`src/rtl/io_channel_bank_pkg.sv`:
```
// Shared channel numbers, status bit positions and read-word helpers for the
// I/O channel bank and anything that decodes its channel selects.
package io_channel_bank_pkg;

   // Channel numbers as seen on the core's 3-bit select lines.
   typedef enum logic [2:0] {
      CH_SCRATCH = 3'd0,
      CH_DISP    = 3'd1,
      CH_KEY     = 3'd2,
      CH_TIMER   = 3'd3,
      CH_STATUS  = 3'd4,
      CH_GPO5    = 3'd5,
      CH_GPO6    = 3'd6,
      CH_GPO7    = 3'd7
   } chan_e;

   // Bit positions inside the status word.
   localparam int ST_KEY_AVAIL = 0;
   localparam int ST_DISP_DROP = 1;
   localparam int ST_TIMER_OVF = 2;

   localparam int WORD_W = 15;
   localparam int KEY_W  = 5;

   // Channel 2 read word: valid flag in the top bit, keycode in the bottom bits.
   // The keycode is forced to zero when nothing is queued so stale FIFO
   // contents never leak onto the bus.
   function automatic logic [WORD_W-1:0] pack_key_word(input logic avail,
                                                       input logic [KEY_W-1:0] code);
      logic [WORD_W-1:0] w;
      w = '0;
      w[WORD_W-1] = avail;
      w[KEY_W-1:0] = avail ? code : '0;
      return w;
   endfunction

   // Status word: sticky flags plus the live key-available bit.
   function automatic logic [WORD_W-1:0] pack_status(input logic timer_ovf,
                                                     input logic disp_drop,
                                                     input logic key_avail);
      logic [WORD_W-1:0] w;
      w = '0;
      w[ST_TIMER_OVF] = timer_ovf;
      w[ST_DISP_DROP] = disp_drop;
      w[ST_KEY_AVAIL] = key_avail;
      return w;
   endfunction

endpackage

```
`src/rtl/io_channel_bank_if.sv`:
```
// Core-side I/O channel bus: combinational read port plus a strobed write port.
interface io_channel_bank_if;
   import io_channel_bank_pkg::*;

   logic [2:0]        IO_read_sel;
   logic [WORD_W-1:0] IO_read_data;
   logic [2:0]        IO_write_sel;
   logic [WORD_W-1:0] IO_write_data;
   logic              IO_write_en;

   // The core drives selects and write data and consumes read data.
   modport master (
      output IO_read_sel,
      output IO_write_sel,
      output IO_write_data,
      output IO_write_en,
      input  IO_read_data
   );

   // The channel bank answers reads and applies writes.
   modport slave (
      input  IO_read_sel,
      input  IO_write_sel,
      input  IO_write_data,
      input  IO_write_en,
      output IO_read_data
   );

endinterface

```
`src/rtl/io_channel_bank_sync_fifo.sv`:
```
// Small synchronous FIFO with wrap-bit pointers (mod 2*DEPTH) so full and
// empty are distinguishable without a separate counter register.
module sync_fifo #(
   parameter int WIDTH = 8,
   parameter int DEPTH = 4
) (
   input  logic                      clock,
   input  logic                      rst_l,
   input  logic                      push,
   input  logic                      pop,
   input  logic [WIDTH-1:0]          din,
   output logic [WIDTH-1:0]          dout,
   output logic                      full,
   output logic                      empty,
   output logic [$clog2(DEPTH):0]    count
);

   localparam int AW = $clog2(DEPTH);

   logic [AW:0]      wr_ptr;
   logic [AW:0]      rd_ptr;
   logic [WIDTH-1:0] mem [DEPTH];
   logic             do_push;
   logic             do_pop;

   // A pop on an empty FIFO is a no-op. A push while full only lands when the
   // same cycle's pop frees the head slot; the caller decides whether to allow
   // that by gating push.
   assign do_pop  = pop && !empty;
   assign do_push = push && (!full || do_pop);

   assign empty = (wr_ptr == rd_ptr);
   assign full  = (wr_ptr[AW] != rd_ptr[AW]) && (wr_ptr[AW-1:0] == rd_ptr[AW-1:0]);
   assign count = wr_ptr - rd_ptr;
   assign dout  = mem[rd_ptr[AW-1:0]];

   // Pointer and storage update; reset clears contents so dout reads zero.
   always_ff @(posedge clock or negedge rst_l) begin
      if (!rst_l) begin
         wr_ptr <= '0;
         rd_ptr <= '0;
         for (int i = 0; i < DEPTH; i++) begin
            mem[i] <= '0;
         end
      end else begin
         if (do_push) begin
            mem[wr_ptr[AW-1:0]] <= din;
            wr_ptr <= wr_ptr + 1'b1;
         end
         if (do_pop) begin
            rd_ptr <= rd_ptr + 1'b1;
         end
      end
   end

endmodule

```
`src/rtl/io_channel_bank.sv`:
```
// Responder for the core's I/O channels: scratch register, key and display
// FIFOs toward the DSKY, free-running timer, sticky status flags and three
// general-purpose output latches. Reads are combinational and side-effect
// free so the core can read speculatively.
module io_channel_bank
   import io_channel_bank_pkg::*;
#(
   parameter int FIFO_DEPTH = 4,
   parameter int TICK_DIV   = 1
) (
   input  logic                clock,
   input  logic                rst_l,
   io_channel_bank_if.slave    io,
   input  logic [KEY_W-1:0]    key_data,
   input  logic                key_valid,
   output logic                key_ready,
   output logic [WORD_W-1:0]   dsky_data,
   output logic                dsky_valid,
   input  logic                dsky_ready,
   output logic [WORD_W-1:0]   chan5_out,
   output logic [WORD_W-1:0]   chan6_out,
   output logic [WORD_W-1:0]   chan7_out
);

   localparam int CW  = $clog2(FIFO_DEPTH) + 1;
   localparam int PSW = (TICK_DIV > 1) ? $clog2(TICK_DIV) : 1;

   logic [WORD_W-1:0] scratch;
   logic [WORD_W-1:0] timer;
   logic [PSW-1:0]    presc;
   logic              timer_ovf;
   logic              disp_drop;

   logic [KEY_W-1:0]  key_head;
   logic              key_full;
   logic              key_empty;
   logic [CW-1:0]     key_count;
   logic              key_push;
   logic              key_pop;

   logic              disp_full;
   logic              disp_empty;
   logic [CW-1:0]     disp_count;
   logic              disp_wr;
   logic              disp_pop;
   logic [3:0]        disp_free;

   logic              wr_scratch;
   logic              wr_timer;
   logic              wr_status;
   logic              wr_gpo5;
   logic              wr_gpo6;
   logic              wr_gpo7;

   logic              tick;
   logic              set_ovf;
   logic              set_drop;

   // Write strobes per channel.
   assign wr_scratch = io.IO_write_en && (io.IO_write_sel == CH_SCRATCH);
   assign disp_wr    = io.IO_write_en && (io.IO_write_sel == CH_DISP);
   assign key_pop    = io.IO_write_en && (io.IO_write_sel == CH_KEY);
   assign wr_timer   = io.IO_write_en && (io.IO_write_sel == CH_TIMER);
   assign wr_status  = io.IO_write_en && (io.IO_write_sel == CH_STATUS);
   assign wr_gpo5    = io.IO_write_en && (io.IO_write_sel == CH_GPO5);
   assign wr_gpo6    = io.IO_write_en && (io.IO_write_sel == CH_GPO6);
   assign wr_gpo7    = io.IO_write_en && (io.IO_write_sel == CH_GPO7);

   // Key side: ready depends only on full, so a same-cycle pop on a full FIFO
   // does not open the door for the DSKY that cycle.
   assign key_ready = !key_full;
   assign key_push  = key_valid && key_ready;

   // Display side: a core write on a full FIFO still lands if the DSKY takes
   // the head this cycle; otherwise the word is dropped and flagged.
   assign dsky_valid = !disp_empty;
   assign disp_pop   = dsky_valid && dsky_ready;
   assign set_drop   = disp_wr && disp_full && !dsky_ready;
   assign disp_free  = 4'(FIFO_DEPTH - int'(disp_count));

   sync_fifo #(
      .WIDTH (KEY_W),
      .DEPTH (FIFO_DEPTH)
   ) u_key_fifo (
      .clock (clock),
      .rst_l (rst_l),
      .push  (key_push),
      .pop   (key_pop),
      .din   (key_data),
      .dout  (key_head),
      .full  (key_full),
      .empty (key_empty),
      .count (key_count)
   );

   sync_fifo #(
      .WIDTH (WORD_W),
      .DEPTH (FIFO_DEPTH)
   ) u_disp_fifo (
      .clock (clock),
      .rst_l (rst_l),
      .push  (disp_wr),
      .pop   (disp_pop),
      .din   (io.IO_write_data),
      .dout  (dsky_data),
      .full  (disp_full),
      .empty (disp_empty),
      .count (disp_count)
   );

   // A tick fires on the last prescaler count; a load overrides it entirely.
   assign tick    = (presc == PSW'(TICK_DIV - 1));
   assign set_ovf = tick && !wr_timer && (timer == {WORD_W{1'b1}});

   // Timer and prescaler: load restarts the prescaler, ticks wrap freely.
   always_ff @(posedge clock or negedge rst_l) begin
      if (!rst_l) begin
         timer <= '0;
         presc <= '0;
      end else if (wr_timer) begin
         timer <= io.IO_write_data;
         presc <= '0;
      end else if (tick) begin
         timer <= timer + 1'b1;
         presc <= '0;
      end else begin
         presc <= presc + 1'b1;
      end
   end

   // Sticky flags: write-1-to-clear, with a same-cycle set taking priority.
   always_ff @(posedge clock or negedge rst_l) begin
      if (!rst_l) begin
         timer_ovf <= 1'b0;
         disp_drop <= 1'b0;
      end else begin
         if (set_ovf) begin
            timer_ovf <= 1'b1;
         end else if (wr_status && io.IO_write_data[ST_TIMER_OVF]) begin
            timer_ovf <= 1'b0;
         end
         if (set_drop) begin
            disp_drop <= 1'b1;
         end else if (wr_status && io.IO_write_data[ST_DISP_DROP]) begin
            disp_drop <= 1'b0;
         end
      end
   end

   // Scratch register and general-purpose output latches.
   always_ff @(posedge clock or negedge rst_l) begin
      if (!rst_l) begin
         scratch   <= '0;
         chan5_out <= '0;
         chan6_out <= '0;
         chan7_out <= '0;
      end else begin
         if (wr_scratch) scratch   <= io.IO_write_data;
         if (wr_gpo5)    chan5_out <= io.IO_write_data;
         if (wr_gpo6)    chan6_out <= io.IO_write_data;
         if (wr_gpo7)    chan7_out <= io.IO_write_data;
      end
   end

   // Combinational read mux; nothing here touches state.
   always_comb begin
      io.IO_read_data = '0;
      case (chan_e'(io.IO_read_sel))
         CH_SCRATCH: io.IO_read_data = scratch;
         CH_DISP:    io.IO_read_data = {11'b0, disp_free};
         CH_KEY:     io.IO_read_data = pack_key_word(!key_empty, key_head);
         CH_TIMER:   io.IO_read_data = timer;
         CH_STATUS:  io.IO_read_data = pack_status(timer_ovf, disp_drop, key_count != '0);
         CH_GPO5:    io.IO_read_data = chan5_out;
         CH_GPO6:    io.IO_read_data = chan6_out;
         CH_GPO7:    io.IO_read_data = chan7_out;
         default:    io.IO_read_data = '0;
      endcase
   end

endmodule

```
`src/flat_wrapper.sv`:
```
// flat-port wrapper written by rule: the top's interface ports become plain ports
module io_channel_bank_flat import io_channel_bank_pkg::*;
#(
   parameter int FIFO_DEPTH = 4,
   parameter int TICK_DIV   = 1
)
  (clock, rst_l, key_data, key_valid, key_ready, dsky_data, dsky_valid, dsky_ready, chan5_out, chan6_out, chan7_out, io_IO_read_sel, io_IO_write_sel, io_IO_write_data, io_IO_write_en, io_IO_read_data);
  io_channel_bank_if io_i ();
  input  logic clock;
  input  logic rst_l;
  input  logic [KEY_W-1:0] key_data;
  input  logic key_valid;
  output logic key_ready;
  output logic [WORD_W-1:0] dsky_data;
  output logic dsky_valid;
  input  logic dsky_ready;
  output logic [WORD_W-1:0] chan5_out;
  output logic [WORD_W-1:0] chan6_out;
  output logic [WORD_W-1:0] chan7_out;
  input wire logic [$bits(io_i.IO_read_sel)-1:0] io_IO_read_sel;
  input wire logic [$bits(io_i.IO_write_sel)-1:0] io_IO_write_sel;
  input wire logic [$bits(io_i.IO_write_data)-1:0] io_IO_write_data;
  input wire logic [$bits(io_i.IO_write_en)-1:0] io_IO_write_en;
  output wire logic [$bits(io_i.IO_read_data)-1:0] io_IO_read_data;
  assign io_i.IO_read_sel = io_IO_read_sel;
  assign io_i.IO_write_sel = io_IO_write_sel;
  assign io_i.IO_write_data = io_IO_write_data;
  assign io_i.IO_write_en = io_IO_write_en;
  assign io_IO_read_data = io_i.IO_read_data;
  io_channel_bank #(.FIFO_DEPTH(FIFO_DEPTH), .TICK_DIV(TICK_DIV)) u_core (.clock(clock), .rst_l(rst_l), .io(io_i), .key_data(key_data), .key_valid(key_valid), .key_ready(key_ready), .dsky_data(dsky_data), .dsky_valid(dsky_valid), .dsky_ready(dsky_ready), .chan5_out(chan5_out), .chan6_out(chan6_out), .chan7_out(chan7_out));
endmodule
```
`config.mk`:
```
export PLATFORM = sky130hd
export DESIGN_NAME = io_channel_bank_flat
export DESIGN_NICKNAME = d
export VERILOG_FILES = /design/src/rtl/io_channel_bank_pkg.sv /design/src/rtl/io_channel_bank_if.sv /design/src/rtl/io_channel_bank_sync_fifo.sv /design/src/rtl/io_channel_bank.sv /design/src/flat_wrapper.sv
export SDC_FILE = /design/constraint.sdc
export NUM_CORES = 1
export LEC_CHECK = 0
export CAP_MARGIN = 10
export CORE_ASPECT_RATIO = 1.1
export CORE_MARGIN = 2
export CORE_UTILIZATION = 60
export CTS_CLUSTER_SIZE = 25
export DETAILED_ROUTE_END_ITERATION = 8
export PLACE_DENSITY = 0.85
export SETUP_SLACK_MARGIN = 0.3
export SKIP_LAST_GASP = 1
export SYNTH_ARGS = -nofsm -noshare
export SYNTH_HDL_FRONTEND = slang
export SYNTH_HIERARCHICAL = 1
export SYNTH_SLANG_ARGS = --single-unit
```
`constraint.sdc`:
```
create_clock -name clock -period 4.45 [get_ports clock]
set_input_delay 1.1125 -clock clock [delete_from_list [all_inputs] [get_ports clock]]
set_output_delay 1.1125 -clock clock [all_outputs]
set_load 0.02 [all_outputs]
```
After elaboration in Yosys (flattened, before gate mapping)
Cells that the tools add are included.
- output and inout bits: 77
- input port bits: 31
- logic and storage cells: 121
- bits in registers: 170
- reduce and logical (&&, ||, !) cells: 37
- add/sub/neg operators: 9
- muxes and demuxes: 22
- eq/ne operators: 22
- bitwise operators: 5
- $lt $le $gt $ge: 6
- operators by type and width (cell ; count):
    $pmux 15 s8 ; 1
    $mux 15 ; 5
    $bwmux 60 ; 1
    $bmux 15 s2 ; 1
    $demux 15 s2 ; 1
    $eq 3x3->1 const B ; 8
    $logic_and 1x1->1 ; 24
    $bwmux 20 ; 1
    $mux 5 ; 4
    $add 15x1->15 const B ; 1
    $eq 15x15->1 const B ; 1
    $add 3x1->3 const B ; 4
    $eq 3x2->1 const B ; 4
    $ge 3x3->1 const B ; 4
    $not 2->3 ; 4
    $bmux 5 s2 ; 1
    $demux 5 s2 ; 1
    $eq 3x1->1 const B ; 2
    $eq 3x3->1 ; 2
    $logic_not 1->1 ; 6
    $logic_not 3->1 ; 2
    $lt 3x1->1 const B ; 2
    $mux 1 ; 6
    $sub 3x3->3 ; 2
    9 further kinds ; 13

Depth between registers and ports, before layout
- depth in word-level cells: 6
- mapped depth: 10
- gate-level depth less buffers: 10

Cells and area by module
Netlist, hierarchy kept.
- modules (own cells, without submodules) (module ; area an instance (um^2) ; cells an instance ; sequential area each (um^2) ; times used):
    io_channel_bank ; 4077.7 ; 352 ; 1926.8 ; 1
    sync_fifo (u_core.u_disp_fifo) ; 3246.9 ; 188 ; 1651.6 ; 1
    sync_fifo (u_core.u_key_fifo) ; 1307.5 ; 94 ; 650.6 ; 1

Worst setup path before layout
OpenSTA, ideal clock, no wires.
- kind: input to output
- from: in io_IO_read_sel[0]
- to: out io_IO_read_data[14]
- stages on the path: 7
- required time: 3.338 ns
- buffers on the path: 3
- data arrival time: 2.230 ns
- slack: 1.107 ns
- cells stage by stage: buf_2 > buf_4 > buf_2 > nand2_1 > nor2_1 > a21oi_1 > a2bb2oi_1
- longest elaborated chain between the ends: 2
- elaborated cells between the ends (all ways): 9
- classes of those cells: 7 x eq/ne; 1 x mux; 1 x reduce/logical
- RTL lines (what ; RTL line ; RTL):
    from (decl) ; flat_wrapper.sv:20 ; input wire logic [$bits(io_i.IO_read_sel)-1:0] io_IO_read_sel;
    $eq 3x3->1 (tied with other cells) ; io_channel_bank.sv:168 ; case (chan_e'(io.IO_read_sel))
    $pmux 15 s8 * ; io_channel_bank.sv:168 ;
    to (decl) ; flat_wrapper.sv:24 ; output wire logic [$bits(io_i.IO_read_data)-1:0] io_IO_read_data;
Mark *: on every way between the ends. The rest lies on a longest branch, timed or not.

Worst setup path after layout
- from: reg u_core.u_disp_fifo.wr_ptr[0]
- to: out io_IO_read_data[2]
- longest elaborated chain between the ends: 3
- RTL lines (what ; RTL line ; RTL):
    from (decl) ; io_channel_bank_sync_fifo.sv:20 ; logic [AW:0] wr_ptr;
    from (signal assigned) ; io_channel_bank_sync_fifo.sv:48 ; wr_ptr <= wr_ptr + 1'b1;
    $sub 3x3->3 ; io_channel_bank_sync_fifo.sv:34 ; assign count = wr_ptr - rd_ptr;
    via u_core.disp_count[1] ; io_channel_bank.sv:43 ; logic [CW-1:0] disp_count;
    $sub 3x3->4 ; io_channel_bank.sv:79 ; assign disp_free = 4'(FIFO_DEPTH - int'(disp_count));
    $pmux 15 s8 ; io_channel_bank.sv:168 ;
The timed path passes the listed nets, and every way through them passes these cells.

==> flow_summary.toml <==
[run_status]
outcome = "finished, final reports clean"

[route]
route.vias.total = 5881
first_iter_violations = 478
met2_length_um = 10900
final_antenna_net_count = 0
avgRoutedWirePerCell_um = 21.7
drtPass1Iterations = 5
drcViolationCount = 0
met3_layer_wire_length_in_the_routed_design_um = 863
met1Wirelength_um = 8300
wl_um = 20500
avgViaCountPerCell = 6.22
highest_signal_layer = "met4"

[floorplan]
die-width_um = 118
core_region_area_um2 = 13900
floorplan.io_pins = 108
die_height_um = 130
floorplan.initialDensity_pct = 62.1
design.die.area_um2 = 15400
placement_rows = 45

[power_and_ir_drop]
power_density_nw_per_um2 = 671
leakagePower_nw = 4.62
power.ir.vdd_worst_v = 0.000371

[cells_and_area]
share_of_post_route_cells_with_drive_strength_above_1_pct = 32.6
final_net_count = 794
antenna_cells = 0
flow.area_growth_from_synthesis_pct = 21.4

[setup_path]
timing.critical_path.from_type = "flip-flop"
critical_path_required_ns = 3.34
criticalPathCategory = "reg2out"
critical_path_peak_fanout = 4
endpoint_kind = "primary output"
critPathArrivalTime_ns = 2.98

[clock_tree]
cts_hold_repair.buffers = 0
root_buffer = "sky130_fd_sc_hd__clkbuf_16"
tritoncts = "done"
cts_buffer_depth = 2
worst_skew_late_latency_ns = 0.43
htree_num_levels = 4
clk_pin_slew_ns = 0.06
tritoncts.num_buffers = 17
cts.sinks = 169

[logic_synthesis]
primary_flip_flop_cell_chosen_by_synthesis_mapping = "sky130_fd_sc_hd__dfrtp_1"
ys_ff_latch = 169
yosys.cell_types.count = 74
cells_after_synthesis = 634
postSynth.asyncResetShare_pct = 100
syn-mean-instance-area_um2 = 13.6
syn_area_um2 = 8630
synth_edf_count = 0
ys.warnings.count = 6
synth_sequential_area_ratio_pct = 49.0
syn-num-nets = 683

[timing]
final_hold_viol_count = 0
slew_headroom_pct = 40.8
setup-tns-final_ns = 0
setup_violations = 0
max_clock_freq_ghz = 0.244
worstMarginPinSlew_ns = 0.886
minimum_clock_period_after_layout_ns = 4.09
grt_setup_unrepaired = "true"
hold-worst-slack_ns = 0.492
finalMaxSlewViolations = 0
worst_clock_skew_ns = 0.00662
timing.final.crit_share_pct = 92.0

[global_routing]
grt_pass1_vias = 6101
grt_antenna_before_repair = 0
global_route.usage.total_pct = 27.7
grt_max_degree = 97
wire_length_of_the_first_global_routing_pass_um = 32900
grt.overflow.total = 0

[run]
max_cap_viol_count = 0

[min_path]
worstHoldPathType = "reg2reg"

[place]
port-buffer-count = 107
dpl.hpwl_um = 13800
gp_congestion = 0.842
-- logic make-up after synthesis --
logic type | share of synthesized area (%)
AO/OA/AOI/OAI | 7.55
XOR/XNOR | 2.55
adder cells (fa/ha/maj) | 2.78
buffers and inverters | 3.32
flip-flops | 49.0
multiplexers | 27.2
AND/OR/NAND/NOR | 7.57
-- registers in the layout (all words and copies together), names as in the netlist, 3 cells and up --
register and cells:
u_core/u_key_fifo/mem 20, u_core/u_key_fifo/rd_ptr 3, u_core/u_key_fifo/wr_ptr 3, u_core/scratch 15, u_core/u_disp_fifo/mem 60, u_core/u_disp_fifo/rd_ptr 3
u_core/u_disp_fifo/wr_ptr 3, u_core/chan6_out 15, u_core/chan5_out 15, u_core/chan7_out 15, u_core/timer 15
-- synth_stat cells (all sizes together), types with 2 or more instances --
library cell,instances,area [µm²]
a21oi,29,145
nor4,4,52.6
a221o,3,31.3
nor3b,6,45.0
nor2,28,108
nand2b,3,26.3
a22oi,10,75.1
a32o,2,20.0
a31o,2,17.5
nand4,4,46.3
o21ai,10,50.0
a21boi,2,15.0
a221oi,10,87.6
mux2i,2,20.0
inv,19,71.3
xnor2,17,168
o211ai,4,71.3
nand3,4,37.5
and3,4,26.3
buf,28,193
fa,2,40.0
a211oi,4,30.0
nor2b,4,25.0
nand3b,5,41.3
nand2,22,82.6
mux2,157,1880
nand4b,3,38.8
a21o,2,16.3
xor2,6,52.6
nor4b,2,17.5
dfrtp,169,4230
ha,16,200
clkbuf,6,22.5
mux4,20,450
nor3,9,56.3
-- cell type report --
type                    count  area, µm²
clock buffers              20        457
clock inverters            11       98.8
fillers                   924       3430
inverters                  19       71.3
multi-input cells         412       4120
flip-flops and latches    169       4230
well taps                 188        235
repair buffers            126       1260
-- where the power goes --
| group | switching (mW) | internal (mW) |
|---|---|---|
| Combinational | 1.42 | 1.60 |
| Sequential | 0.490 | 2.12 |
| Clock | 0.600 | 0.795 |
-- through the flow --
stage                     utilization [%]  setup WS (ns)  instances  total power, mW  instance area [µm²]
after floorplan                         -           1.11        634             4.55                 8630
after detailed placement             71.1         0.0916        912             5.61                 9890
final                                75.3          0.356        945             7.03                10500
after global placement               71.1          0.113        912             5.45                 9890
after CTS                            75.0          0.156        943             7.04                10400
after global routing                 75.3          0.227        945             7.40                10500
-- worst max-delay path, cell delays in order, from the launching register on --
cell and delay (ns):
sky130_fd_sc_hd__dfrtp_1 0.40, sky130_fd_sc_hd__inv_1 0.12, sky130_fd_sc_hd__ha_1 0.23, sky130_fd_sc_hd__fa_1 0.46, sky130_fd_sc_hd__inv_1 0.09, sky130_fd_sc_hd__inv_1 0.05, sky130_fd_sc_hd__ha_1 0.18, sky130_fd_sc_hd__xor2_1 0.15
sky130_fd_sc_hd__a221o_1 0.37, sky130_fd_sc_hd__a221oi_1 0.24, sky130_fd_sc_hd__nor2_1 0.10, sky130_fd_sc_hd__clkbuf_2 0.16
-- path summary, 6_finish.rpt --
kind / to / slack (ns) / cells after the start / startpoint
hold reg to reg: u_core/scratch[12] / 0.49 / 1 / u_core/scratch[12]
min in group asynchronous: u_core/u_disp_fifo/mem[33] / 0.76 / 1 / rst_l
hold / removal: u_core/scratch[12] / 0.49 / 1 / u_core/scratch[12]
setup / recovery: io_IO_read_data[2] / 0.36 / 11 / u_core/u_disp_fifo/wr_ptr[0]
setup reg to reg: u_core/u_disp_fifo/mem[46] / 1.33 / 8 / u_core/u_disp_fifo/rd_ptr[1]
max in group asynchronous: u_core/chan6_out[12] / 2.75 / 2 / rst_l
-- cells in the final DEF (no fill, tap or decap), types with 4 or more instances in the layout --
cell | Yosys | final
sky130_fd_sc_hd__mux2_1 | 8 | 8
sky130_fd_sc_hd__xnor2_1 | 16 | 16
sky130_fd_sc_hd__a22oi_1 | 10 | 10
sky130_fd_sc_hd__ha_1 | 16 | 16
sky130_fd_sc_hd__dlygate4sd2_1 | 0 | 12
sky130_fd_sc_hd__mux2_4 | 30 | 30
sky130_fd_sc_hd__inv_1 | 19 | 19
sky130_fd_sc_hd__o21ai_0 | 9 | 9
sky130_fd_sc_hd__nor3_1 | 8 | 8
sky130_fd_sc_hd__nand2_1 | 22 | 22
sky130_fd_sc_hd__a21oi_1 | 29 | 29
sky130_fd_sc_hd__nor2b_1 | 4 | 4
sky130_fd_sc_hd__nor3b_1 | 6 | 6
sky130_fd_sc_hd__mux4_2 | 20 | 20
sky130_fd_sc_hd__xor2_1 | 6 | 6
sky130_fd_sc_hd__nor2_1 | 27 | 27
sky130_fd_sc_hd__buf_4 | 2 | 14
sky130_fd_sc_hd__clkinv_2 | 0 | 4
sky130_fd_sc_hd__mux2_2 | 119 | 119
sky130_fd_sc_hd__dfrtp_1 | 169 | 167
sky130_fd_sc_hd__a221oi_1 | 10 | 10
sky130_fd_sc_hd__clkdlybuf4s50_1 | 0 | 90
sky130_fd_sc_hd__a211oi_1 | 4 | 4
sky130_fd_sc_hd__nand3b_1 | 4 | 4
sky130_fd_sc_hd__clkbuf_16 | 0 | 18
-- timing repair --
item | 4_1_cts | 5_1_grt
cloned | 0 | 1
setup buffers | 0 | 1
setup endpoints to repair | 15 | 10
endpoints found under the hold margin | 0 | 0
resized for setup | 17 | 7
-- layer usage --
layer	GRT usage [%]	vias up
li1	-	2566
met1	34.6	3098
met2	48.3	185
met3	4.90	32
met4	11.5	0
met5	0	-
No activity file was read; power rests on OpenSTA's default activity.
